## src/rtl/sbox_subbytes_seq.sv

```systemverilog
// Purpose : sequential SubBytes/InvSubBytes engine; streams the 16 bytes of one AES state
//           through a single shared external S-box and reassembles the substituted state.
// Latency : out_valid 17+SBOX_LAT cycles after input acceptance; one block per 18+SBOX_LAT cycles.
// Backpressure: in_ready only in IDLE (blocks never overlap); result held stable in DONE until out_ready.
//
// Ports
//   clk, reset_n                 clock, asynchronous active-low reset
//   in_valid/in_ready            input handshake; in_block (byte 0 in MSBs), in_encrypt (1 = forward)
//   out_valid/out_ready          output handshake; out_block in the same byte order
//   sbox_byte_out, sbox_encrypt  request to the shared S-box (byte is 0 outside ISSUE)
//   sbox_byte_in                 S-box result, sampled SBOX_LAT cycles after its request
//   busy                         engine not in IDLE
//   abort                        only with SUBBYTES_ABORT_EN defined: drop the current block
// Build option: SUBBYTES_ABORT_EN adds the abort input.
module sbox_subbytes_seq #(
    parameter int SBOX_LAT = 0
) (
    input  logic         clk,
    input  logic         reset_n,
    input  logic         in_valid,
    output logic         in_ready,
    input  logic         in_encrypt,
    input  logic [127:0] in_block,
    output logic         out_valid,
    input  logic         out_ready,
    output logic [127:0] out_block,
    output logic [7:0]   sbox_byte_out,
    output logic         sbox_encrypt,
    input  logic [7:0]   sbox_byte_in,
`ifdef SUBBYTES_ABORT_EN
    input  logic         abort,
`endif
    output logic         busy
);

    typedef enum logic [1:0] {
        S_IDLE,
        S_ISSUE,
        S_DRAIN,
        S_DONE
    } state_t;

    state_t         state_q, state_d;
    logic [127:0]   block_q;
    logic           enc_q;
    logic [127:0]   result_q, result_d;
    logic [4:0]     issue_idx_q, issue_idx_d;
    logic [4:0]     cap_idx_q, cap_idx_d;
    logic           accept;
    logic           issuing;
    logic           cap_fire;
    logic           abort_act;

`ifdef SUBBYTES_ABORT_EN
    assign abort_act = abort & (state_q != S_IDLE);
`else
    assign abort_act = 1'b0;
`endif

    assign in_ready     = (state_q == S_IDLE);
    assign busy         = (state_q != S_IDLE);
    assign out_valid    = (state_q == S_DONE);
    assign out_block    = result_q;
    assign sbox_encrypt = enc_q;
    assign accept       = in_valid & in_ready;
    assign issuing      = (state_q == S_ISSUE);

    // Byte k lives at bit offset 8*(15-k); for a 4-bit k, 15-k is simply ~k.
    assign sbox_byte_out = issuing ? block_q[{~issue_idx_q[3:0], 3'b000} +: 8] : 8'h00;

    // Return tracking: a combinational S-box answers in the issue cycle; a pipelined
    // one answers when the tag launched with the request reaches the end of the chain.
    if (SBOX_LAT == 0) begin : g_comb
        assign cap_fire = issuing;
    end else begin : g_pipe
        logic [SBOX_LAT-1:0] tag_q, tag_d;

        always_comb begin
            tag_d    = '0;
            tag_d[0] = issuing;
            for (int i = 1; i < SBOX_LAT; i++) begin
                tag_d[i] = tag_q[i-1];
            end
            // Requests still in the S-box pipeline are forgotten on abort.
            if (abort_act) begin
                tag_d = '0;
            end
        end

        always_ff @(posedge clk or negedge reset_n) begin
            if (!reset_n) begin
                tag_q <= '0;
            end else begin
                tag_q <= tag_d;
            end
        end

        assign cap_fire = tag_q[SBOX_LAT-1];
    end

    always_comb begin
        state_d     = state_q;
        issue_idx_d = issue_idx_q;
        cap_idx_d   = cap_idx_q;
        result_d    = result_q;

        if (cap_fire) begin
            result_d[{~cap_idx_q[3:0], 3'b000} +: 8] = sbox_byte_in;
            cap_idx_d = cap_idx_q + 5'd1;
        end

        unique case (state_q)
            S_IDLE: begin
                if (accept) begin
                    state_d     = S_ISSUE;
                    issue_idx_d = 5'd0;
                    cap_idx_d   = 5'd0;
                end
            end
            S_ISSUE: begin
                issue_idx_d = issue_idx_q + 5'd1;
                if (issue_idx_d == 5'd16) begin
                    state_d = (SBOX_LAT == 0) ? S_DONE : S_DRAIN;
                end
            end
            S_DRAIN: begin
                // Leave on the cycle the last byte is captured so DONE starts right after it.
                if (cap_idx_d == 5'd16) begin
                    state_d = S_DONE;
                end
            end
            S_DONE: begin
                if (out_ready) begin
                    state_d = S_IDLE;
                end
            end
            default: state_d = S_IDLE;
        endcase

        if (abort_act) begin
            state_d = S_IDLE;
        end
    end

    always_ff @(posedge clk or negedge reset_n) begin
        if (!reset_n) begin
            state_q     <= S_IDLE;
            block_q     <= '0;
            enc_q       <= 1'b1;
            result_q    <= '0;
            issue_idx_q <= '0;
            cap_idx_q   <= '0;
        end else begin
            state_q     <= state_d;
            result_q    <= result_d;
            issue_idx_q <= issue_idx_d;
            cap_idx_q   <= cap_idx_d;
            if (accept) begin
                block_q <= in_block;
                enc_q   <= in_encrypt;
            end
        end
    end

endmodule

```

## config.mk

```make
export PLATFORM = sky130hd
export DESIGN_NAME = sbox_subbytes_seq
export DESIGN_NICKNAME = d
export VERILOG_FILES = /design/src/rtl/sbox_subbytes_seq.sv
export SDC_FILE = /design/constraint.sdc
export NUM_CORES = 1
export LEC_CHECK = 0
export CAP_MARGIN = 5
export CORE_AREA = 4 4 213 194
export CTS_BUF_LIST = sky130_fd_sc_hd__clkbuf_4
export CTS_CLUSTER_DIAMETER = 200
export DETAILED_ROUTE_END_ITERATION = 12
export DIE_AREA = 0 0 217 198
export HOLD_SLACK_MARGIN = 0.12
export PLACE_DENSITY = 0.58
export SYNTH_ARGS = -nofsm -noshare
export SYNTH_HDL_FRONTEND = slang
export SYNTH_SLANG_ARGS = --single-unit
```

## constraint.sdc

```tcl
create_clock -name clk -period 6.11 [get_ports clk]
set_clock_uncertainty 0.15 [all_clocks]
set_input_delay 1.5275 -clock clk [delete_from_list [all_inputs] [get_ports clk]]
set_output_delay 1.5275 -clock clk [all_outputs]
set_load 0.01 [all_outputs]
```

==> summary.txt, run 1 <==
Power
  – Peak supply drop: 172 uV
  – PwrDens: 512 nW/um^2
  – Sw Pwr: ~2600 uW
  – Final Power: 8160 uW
  – Int Pwr: about 5500 uW
  – Clock Power Share: 20.6%
  – Leakage: between 0.006 and 0.007 uW
  – Switch share: 32.3%
  – Sequential power share: 40.0%
  – Comb power frac: about two fifths

Worst setup path
  – Reg2Reg Depth: 5
  – Crit path launch type: register
  – Crit path from: issue_idx_q[0]$_DFFE_PN0P_
  – Req. time, crit path: between 4000 and 5000 ps
  – Arr. time, crit path: 3720 ps
  – Worst setup path end: sbox_byte_out[2]
  – Crit. End Element: output pin
  – Critical path class: register to output pin
  – RR Endpoint: block_q[58]$_DFFE_PN0P_
  – Critical path fanouts, max: 34
  – R2r startpoint: state_q[0]$_DFFE_PN0P_
  – R2r setup slk: roughly 3200 ps

Logic synthesis
  – Yosys warnings: 0
  – Post-synth top flop: dfrtp_1
  – Async set-reset flop share out of synthesis: 100%
  – Synth Cell Area: around 12000 um^2
  – Synth cell count leaders: 268 x dfrtp_1, 246 x mux2_2, 40 x mux4_2
  – Yosys top cell area share: 57.7%
  – Cell count after synthesis: 730
  – Seq/Total Area, Yosys: around 58%
  – Area leader, netlist: dfrtp_1
  – Top cells by area, synth: dfrtp_1 58%, mux2_2 24%, mux4_2 7.7%
  – Post-Syn Nets: 880
  – EDFF count, synth: 0
  – Synth Register Bits: roughly 270
  – Top-count cell post-synth: dfrtp_1
  – Syn Area/Cell: between 15 and 20 um^2
  – Distinct cells, synth: 47

Clock tree
  – CTS tree: yes
  – Clock Tree Root: clkbuf_4
  – Hold Buf Count CTS: 0
  – Resized Gates After CTS: 0
  – Clock Sinks: 269
  – Post-CTS Setup Bufs: 0
  – H-tree depth: 3
  – Clock Latency Late Sink: 710 ps
  – CTS Buf Count: 76
  – Clk buf depth: 3
  – Clk slew on worst S/H paths: 70 ps

Timing
  – Max Fclk: 185 MHz
  – Setup violators final: 0
  – Worst-margin pin slew: 1070 ps
  – Max-slew violations: 0
  – Relative slew slack: around 29%
  – Fin. Hold Viols: 0
  – Min Tclk post-route: roughly 5400 ps
  – Period utilization: 88.3%
  – Setup TNS: 0 ps
  – RSZ-0062 raised after global routing: false

Global route
  – First-pass GRT wire length: 51100 um
  – Largest net degree at the start of global routing: between 100 and 150
  – GRT overflow: 0
  – Initial antenna violation count: 6
  – Total GRT Usage: 15.8%
  – Number of global-route vias before repair: 8175

Route
  – DR WL/cell: 20.7 um
  – Starting DRC count in detailed routing: about 300
  – Router iterations before antenna repair: 5
  – DRC violations left: 0
  – Final wirelength: 34000 um
  – Vias per Instance: between 4 and 5
  – Via count: 7598
  – Routed Antenna Nets: 0

Layout
  – Layout cell share with drive strength beyond 1: between 30 and 40%
  – Synth-to-layout area growth: 37.2%
  – Fin nets: 1207
  – Fillers: 3777
  – Finished Cell Area: 16000 um^2
  – Post-Layout Cell Count: 1643
  – Register area: ~6700 um^2
  – Area of the multi-input gates: 4680 um^2

Place
  – Post-DP Area: 15000 um^2
  – Placed insts: 1511
  – Routability cong.: about 0.78
  – Hpwl dp: 24400 um
  – Number of port buffers: 280

Floorplanning
  – Chip width: between 200 and 250 um
  – Initial Util: around 30%
  – IO Count: roughly 280
  – DIE AREA: 43000 um^2
  – Row count: 69
  – Placeable Area: 39200 um^2
  – Die height: 198 um

Outcome
  – Status: finished, final reports clean

Flow run
  – Maxcap violations: 0

Hold path
  – Worst min path class: register to register
[cells in the final DEF (no fill, tap or decap), types with 3 or more instances in the layout]
cell type        Yosys  layout
and2_1              26      25
nand2_4              4       4
buf_4                3       9
dfrtp_1            268     266
inv_1                7       7
diode_2              0       4
mux2_2             246     246
a21oi_1              4       4
mux2i_1              4       4
a22o_1               3       3
ha_1                 9       9
nand2_2              4       4
xor2_1               3       3
nor2_1               8       8
clkbuf_4             0     108
nand2_1             10      10
clkinv_1             0      12
clkinvlp_4           0       3
nor2b_1              3       3
mux4_2              40      40
clkdlybuf4s50_1      0     279
mux2_4               9       9
nor3_1               3       3
nand3_2              4       4
mux2_1               3       3
nand3_1              5       5
[cell families (layout without fill, tap and decap cells)]
kind of cell | count (synthesis) | count (layout) | synth area share [%]
adder cells (fa/ha/maj) | 9 | 9 | 0.968
XOR/XNOR | 5 | 5 | 0.377
buffers and inverters | 47 | 424 | 1.88
multiplexers | 302 | 302 | 33.4
AND/OR/NAND/NOR | 80 | 80 | 4.28
AO/OA/AOI/OAI | 18 | 18 | 1.26
other | 0 | 4 | 0
flip-flops | 269 | 269 | 57.9
[metrics by stage]
step | utilization, % | hold slack, ps | worst slack (ps)
3_3_place_gp | 38.2 | 328 | 1390
6_report | 40.7 | 351 | 714
2_1_floorplan | - | 325 | 2580
4_1_cts | 40.7 | 352 | 516
3_5_place_dp | 38.2 | 335 | 1350
5_1_grt | 40.7 | 362 | 377
[power by group through the flow]
stage          registers [uW]  logic, uW  clock network, uW
2_1_floorplan            3120       1910                  0
3_3_place_gp             3320       3190                  0
3_5_place_dp             3300       3250                  0
4_1_cts                  3270       3270               1760
5_1_grt                  3380       3470               1850
6_report                 3270       3220               1680
[worst min-delay path by stage]
stage	startpoint	to	slack, ps	cells after the start
finish	out_block[11]$_DFFE_PN0P_	out_block[11]$_DFFE_PN0P_	350	1
global route	out_block[67]$_DFFE_PN0P_	out_block[67]$_DFFE_PN0P_	360	1
CTS	out_block[92]$_DFFE_PN0P_	out_block[92]$_DFFE_PN0P_	350	1
detailed placement	out_block[92]$_DFFE_PN0P_	out_block[92]$_DFFE_PN0P_	330	1
global placement	out_block[92]$_DFFE_PN0P_	out_block[92]$_DFFE_PN0P_	330	1
floorplan	block_q[40]$_DFFE_PN0P_	block_q[40]$_DFFE_PN0P_	330	1
[flip-flops by register name, summed over array words and instances (netlist names)]
register	flops
state_q	2
sbox_encrypt	1
out_block	128
cap_idx_q	5
issue_idx_q	5
block_q	128
[critical path: stages (launching register included)]
cell,delay [ps]
dfrtp_2,1060
buf_4,310
mux4_2,520
mux4_2,470
and2_1,180
clkdlybuf4s50_1,480
[layer usage]
| layer | track usage (%) | up-vias | routed length, um |
|---|---|---|---|
| li1 | - | 3372 | - |
| met4 | 6.01 | 4 | 836 |
| met2 | 22.5 | 224 | 15100 |
| met3 | 5.05 | 57 | 1860 |
| met5 | 0 | - | 24 |
| met1 | 22.5 | 3941 | 16200 |
[layout make-up]
class | count | share of cell area (%)
tap | 532 | 4.17
clock inverter | 20 | 0.941
sequential | 269 | 42.2
timing repair buffer | 289 | 18.0
clock buffer | 108 | 5.08
inverter | 7 | 0.165
multi-input combinational | 414 | 29.3
antenna | 4 | 0.0627
(Power assumes the default switching activity.)
==> inputs of run 2 (changes only) <==
--- a/config.mk
+++ b/config.mk
@@ -6,13 +6,13 @@
 export NUM_CORES = 1
 export LEC_CHECK = 0
 export CAP_MARGIN = 5
-export CORE_AREA = 4 4 213 194
+export CORE_AREA = 4 4 159 145
 export CTS_BUF_LIST = sky130_fd_sc_hd__clkbuf_4
 export CTS_CLUSTER_DIAMETER = 200
 export DETAILED_ROUTE_END_ITERATION = 12
-export DIE_AREA = 0 0 217 198
+export DIE_AREA = 0 0 163 149
 export HOLD_SLACK_MARGIN = 0.12
-export PLACE_DENSITY = 0.58
+export PLACE_DENSITY = 0.92
 export SYNTH_ARGS = -nofsm -noshare
 export SYNTH_HDL_FRONTEND = slang
 export SYNTH_SLANG_ARGS = --single-unit
==> run 2 against run 1 <==
Net effect:
- clock-buffer cell count is 6 lower
- register-to-register slack better by 110 ps
- non-clock buffer count is 4 lower
- critical path depth stayed put
- cell count is 15% lower
- sequential power is 1% lower
- worst setup slack better by 84 ps
- combinational power is 1% higher
- total power is 1.1% lower
- largest cell class unchanged
==> summary.txt, run 2 (synthesis results as in run 1) <==
Outcome
  – Status: finished, final reports clean

Global route
  – GRT overflow: 0
  – Number of global-route vias before repair: 8202
  – Initial antenna violation count: 4
  – Largest net degree at the start of global routing: 135
  – Total GRT Usage: 24.9%
  – First-pass GRT wire length: 46400 um

Worst setup path
  – Crit. End Element: output pin
  – Req. time, crit path: 4430 ps
  – Crit path launch type: register
  – Arr. time, crit path: 3640 ps
  – Critical path fanouts, max: 27
  – Critical path class: register to output pin

Clock tree
  – H-tree depth: 3
  – CTS tree: yes
  – Clock Sinks: 269
  – Resized Gates After CTS: 0
  – Clock Latency Late Sink: about 650 ps
  – CTS Buf Count: ~70
  – Clk slew on worst S/H paths: 60 ps
  – Post-CTS Setup Bufs: 0
  – Clock Tree Root: clkbuf_4
  – Hold Buf Count CTS: 0
  – Clk buf depth: 3

Place
  – Placed insts: 1266
  – Routability cong.: 0.873
  – Hpwl dp: 21700 um
  – Number of port buffers: between 200 and 300

Power
  – Sequential power share: between 40% and 50%
  – Sw Pwr: 2590 uW
  – Peak supply drop: 234 uV
  – Int Pwr: between 5000 and 6000 uW
  – Leakage: approximately 0.0067 uW
  – Switch share: 32.1%
  – Final Power: 8070 uW
  – PwrDens: 518 nW/um^2
  – Comb power frac: approximately two fifths
  – Clock Power Share: 19.6%

Timing
  – Worst-margin pin slew: roughly 870 ps
  – Fin. Hold Viols: 0
  – Setup TNS: 0 ps
  – Max-slew violations: 0
  – RSZ-0062 raised after global routing: false
  – Period utilization: around 87%
  – Min Tclk post-route: about 5300 ps
  – Relative slew slack: 41.9%
  – Max Fclk: 188 MHz
  – Setup violators final: 0

Route
  – DRC violations left: 0
  – DR WL/cell: 21.7 um
  – Final wirelength: slightly above 30000 um
  – Starting DRC count in detailed routing: 500
  – Router iterations before antenna repair: 6
  – Routed Antenna Nets: 0
  – Vias per Instance: ~5.5
  – Via count: ~7600

Layout
  – Layout cell share with drive strength beyond 1: approximately two fifths
  – Synth-to-layout area growth: 34.1%
  – Commonest non-fill, non-tap cells in the layout: 279 x clkdlybuf4s50_1, 266 x dfrtp_1, 246 x mux2_2
  – Most common cell after layout, fill and taps aside: clkdlybuf4s50_1
  – Fin nets: around 1200
  – Post-Layout Cell Count: 1394

Floorplanning
  – Chip width: 163 um
  – IO Count: ~280
  – DIE AREA: 24300 um^2
  – Die height: about 150 um
  – Row count: 51
  – Initial Util: 54.3%
  – Placeable Area: 21400 um^2

Flow run
  – Maxcap violations: 0

Hold path
  – Worst min path class: register to register
==> run 2: final timing paths <==
kind                       cells past startpoint                  startpoint  slack (ps)                         end
max                                            5  issue_idx_q[0]$_DFFE_PN0P_         800            sbox_byte_out[2]
max reg2reg                                    7      state_q[1]$_DFFE_PN0P_        3330  out_block[112]$_DFFE_PN0P_
min                                            1   out_block[74]$_DFFE_PN0P_         340   out_block[74]$_DFFE_PN0P_
min reg2reg                                    1   out_block[74]$_DFFE_PN0P_         340   out_block[74]$_DFFE_PN0P_
min in group asynchronous                      1                     reset_n         760     block_q[35]$_DFFE_PN0P_
max in group asynchronous                      2                     reset_n        3920  out_block[121]$_DFFE_PN0P_
==> run 2: power groups by stage <==
stage          combinational [uW]  clock [uW]  sequential (uW)
2_1_floorplan                1910           0             3120
3_3_place_gp                 3130           0             3220
3_5_place_dp                 3270           0             3250
4_1_cts                      3290        1620             3220
5_1_grt                      3470        1720             3330
6_report                     3260        1580             3230
==> run 2: area by class of cell <==
| class | count | area, um^2 |
|---|---|---|
| Tap cell | 291 | 364 |
| Clock buffer | 102 | 766 |
| Multi-Input combinational cell | 414 | 4680 |
| Sequential cell | 269 | 6740 |
| Fill cell | 1410 | 5840 |
| Clock inverter | 21 | 139 |
| Antenna cell | 5 | 12.5 |
| Timing Repair Buffer | 285 | 2870 |
| Inverter | 7 | 26.3 |
==> run 2: metal layers <==
metal	up-vias	track usage, %	share of wire [%]
li1	3359	-	-
met1	3906	33.3	41
met2	280	40.3	50
met3	51	6.22	6.8
met4	2	9.01	2.4
met5	-	0	0.043
==> run 2: per-stage QoR <==
stage / area (um^2) / setup WS, ps / util (%) / hold slack, ps
CTS: 15600 / 688 / 72.7 / 347
floorplan: 11600 / 2580 / - / 325
global placement: 14700 / 1500 / 68.5 / 326
finish: 15600 / 797 / 72.7 / 344
global route: 15600 / 540 / 72.7 / 363
detailed placement: 14700 / 1430 / 68.5 / 334
==> run 2: critical path: stages (launching register included) <==
cell	delay, ps
dfrtp_2	900
buf_4	390
mux4_2	540
mux4_2	470
and2_1	180
clkdlybuf4s50_1	490
==> inputs of run 3 (changes only) <==
--- a/config.mk
+++ b/config.mk
@@ -6,11 +6,11 @@
 export NUM_CORES = 1
 export LEC_CHECK = 0
 export CAP_MARGIN = 5
-export CORE_AREA = 4 4 159 145
+export CORE_AREA = 2 2 157 143
 export CTS_BUF_LIST = sky130_fd_sc_hd__clkbuf_4
 export CTS_CLUSTER_DIAMETER = 200
 export DETAILED_ROUTE_END_ITERATION = 12
-export DIE_AREA = 0 0 163 149
+export DIE_AREA = 0 0 159 145
 export HOLD_SLACK_MARGIN = 0.12
 export PLACE_DENSITY = 0.92
 export SYNTH_ARGS = -nofsm -noshare
==> run 3 against run 2 <==
Net effect:
- maximum frequency grew 1.3%
- highest routed layer is now met4
- first-iteration DRC count decreased by 1.0%
- worst setup slack better by 66 ps
- non-clock buffer count down 1
- sequential share of layout area hardly changed
- global-route usage is 2.1 points higher
- critical path depth shrank 1
- wire length grew 1.1%
- register-to-register slack lost 80 ps
==> summary.txt, run 3 (synthesis results as in run 1) <==
Outcome
  – Status: finished, final reports clean

Place
  – Routability cong.: 0.879
  – Post-DP Area: 14700 um^2
  – Pre-CTS WS: roughly 1500 ps
  – Number of port buffers: 280
  – Hpwl dp: 21900 um

Power
  – Leakage: 0.00667 uW
  – PwrDens: 521 nW/um^2
  – Sw Pwr: 2610 uW
  – Int Pwr: around 5500 uW
  – Comb power frac: between 30% and 40%
  – Peak supply drop: 234 uV
  – Sequential power share: 40.8%
  – Switch share: 32.2%
  – Clock Power Share: 19.9%

Timing
  – RSZ-0062 raised after global routing: false
  – Final worst setup slack: between 800 and 900 ps
  – Fin. Hold Viols: 0
  – Setup violators final: 0
  – Setup TNS: 0 ps
  – Relative slew slack: ~23%
  – Worst-margin pin slew: 1150 ps
  – Max-slew violations: 0
  – Max Fclk: around 190 MHz
  – Min Tclk post-route: 5250 ps
  – Period utilization: between 80% and 90%

Worst setup path
  – Crit path from: issue_idx_q[0]$_DFFE_PN0P_
  – Req. time, crit path: 4430 ps
  – Critical path fanouts, max: 38
  – R2r startpoint: state_q[1]$_DFFE_PN0P_
  – Arr. time, crit path: between 3000 and 4000 ps
  – Crit. End Element: output pin
  – Reg2Reg Depth: 7
  – R2r setup slk: 3250 ps
  – Crit path launch type: register
  – Critical path class: register to output pin
  – RR Endpoint: out_block[118]$_DFFE_PN0P_
  – Worst setup path end: sbox_byte_out[0]

Clock tree
  – Resized Gates After CTS: 0
  – CTS Buf Count: 70
  – Clk buf depth: 3
  – CTS tree: yes
  – Clock Tree Root: clkbuf_4
  – H-tree depth: 3
  – Clock Sinks: approximately 270
  – Clk slew on worst S/H paths: 60 ps
  – Hold Buf Count CTS: 0
  – Post-CTS Setup Bufs: 0
  – Clock Latency Late Sink: 660 ps

Route
  – DRC violations left: 0
  – Router iterations before antenna repair: 5
  – Routed Antenna Nets: 0
  – Final wirelength: 30500 um
  – DR WL/cell: 22.0 um
  – Vias per Instance: 5.59
  – Starting DRC count in detailed routing: 495
  – Via count: between 7000 and 8000

Floorplanning
  – DIE AREA: around 23000 um^2
  – Placeable Area: between 20000 and 25000 um^2
  – Chip width: ~160 um
  – Die height: ~150 um
  – Initial Util: between 50 and 60%
  – Row count: 51
  – IO Count: 281

Layout
  – Fillers: 1362
  – Finished Cell Area: 15600 um^2
  – Layout cell share with drive strength beyond 1: approximately two fifths
  – Most common cell after layout, fill and taps aside: clkdlybuf4s50_1
  – Synth-to-layout area growth: 34.0%
  – Commonest non-fill, non-tap cells in the layout: 279 x clkdlybuf4s50_1, 266 x dfrtp_1, 246 x mux2_2
  – Fin nets: 1196

Global route
  – Initial antenna violation count: 3
  – First-pass GRT wire length: 48000 um
  – GRT overflow: 0
  – Total GRT Usage: 27.0%
  – Largest net degree at the start of global routing: 148
  – Number of global-route vias before repair: 8231

Flow run
  – Maxcap violations: 0

Hold path
  – Worst min path class: register to register
## run 3: per-layer routing
metal / share of wire, % / track usage [%] / wire, um / vias up
met4: 4.1 / 13.0 / 1250 / 0
met2: 46 / 41.0 / 14100 / 367
met3: 7.0 / 6.12 / 2130 / 91
met5: 0 / 0 / 0 / -
li1: - / - / - / 3336
met1: 43 / 37.4 / 13100 / 3959
## run 3: cell type report
class | count | area (um^2) | share of cell area (%)
multi-input combinational | 414 | 4680 | 30.0
tap | 291 | 364 | 2.34
antenna | 3 | 7.51 | 0.0482
timing repair buffer | 284 | 2860 | 18.4
clock buffer | 94 | 706 | 4.53
clock inverter | 24 | 200 | 1.28
inverter | 7 | 26.3 | 0.169
sequential | 269 | 6740 | 43.2
## run 3: power by group through the flow
stage | registers, uW | clock network (uW) | logic, uW
finish | 3310 | 1610 | 3200
global route | 3420 | 1740 | 3390
CTS | 3290 | 1660 | 3220
detailed placement | 3320 | 0 | 3200
global placement | 3300 | 0 | 3070
floorplan | 3120 | 0 | 1910
## run 3: stage by stage
step	hold slack [ps]	total power, uW	std cells	util [%]
after floorplan	325	5030	730	-
after global placement	338	6370	1265	68.4
after detailed placement	339	6520	1265	68.4
after CTS	352	8170	1383	72.7
after global routing	360	8550	1386	72.7
final	349	8120	1386	72.7
## run 3: how the worst min path moves through the flow
stage                                    from                        end  slack (ps)  cells past startpoint
global placement      block_q[18]$_DFFE_PN0P_    block_q[18]$_DFFE_PN0P_         340                      1
floorplan             block_q[40]$_DFFE_PN0P_    block_q[40]$_DFFE_PN0P_         330                      1
global route        out_block[67]$_DFFE_PN0P_  out_block[67]$_DFFE_PN0P_         360                      1
detailed placement  out_block[74]$_DFFE_PN0P_  out_block[74]$_DFFE_PN0P_         340                      1
finish              out_block[74]$_DFFE_PN0P_  out_block[74]$_DFFE_PN0P_         350                      1
CTS                 out_block[74]$_DFFE_PN0P_  out_block[74]$_DFFE_PN0P_         350                      1
## run 3: worst max-delay path, cell delays in order (launching register included)
cell and delay, ps:
dfrtp_2 1120, mux4_2 630, mux4_2 470, and2_1 170, clkdlybuf4s50_1 520
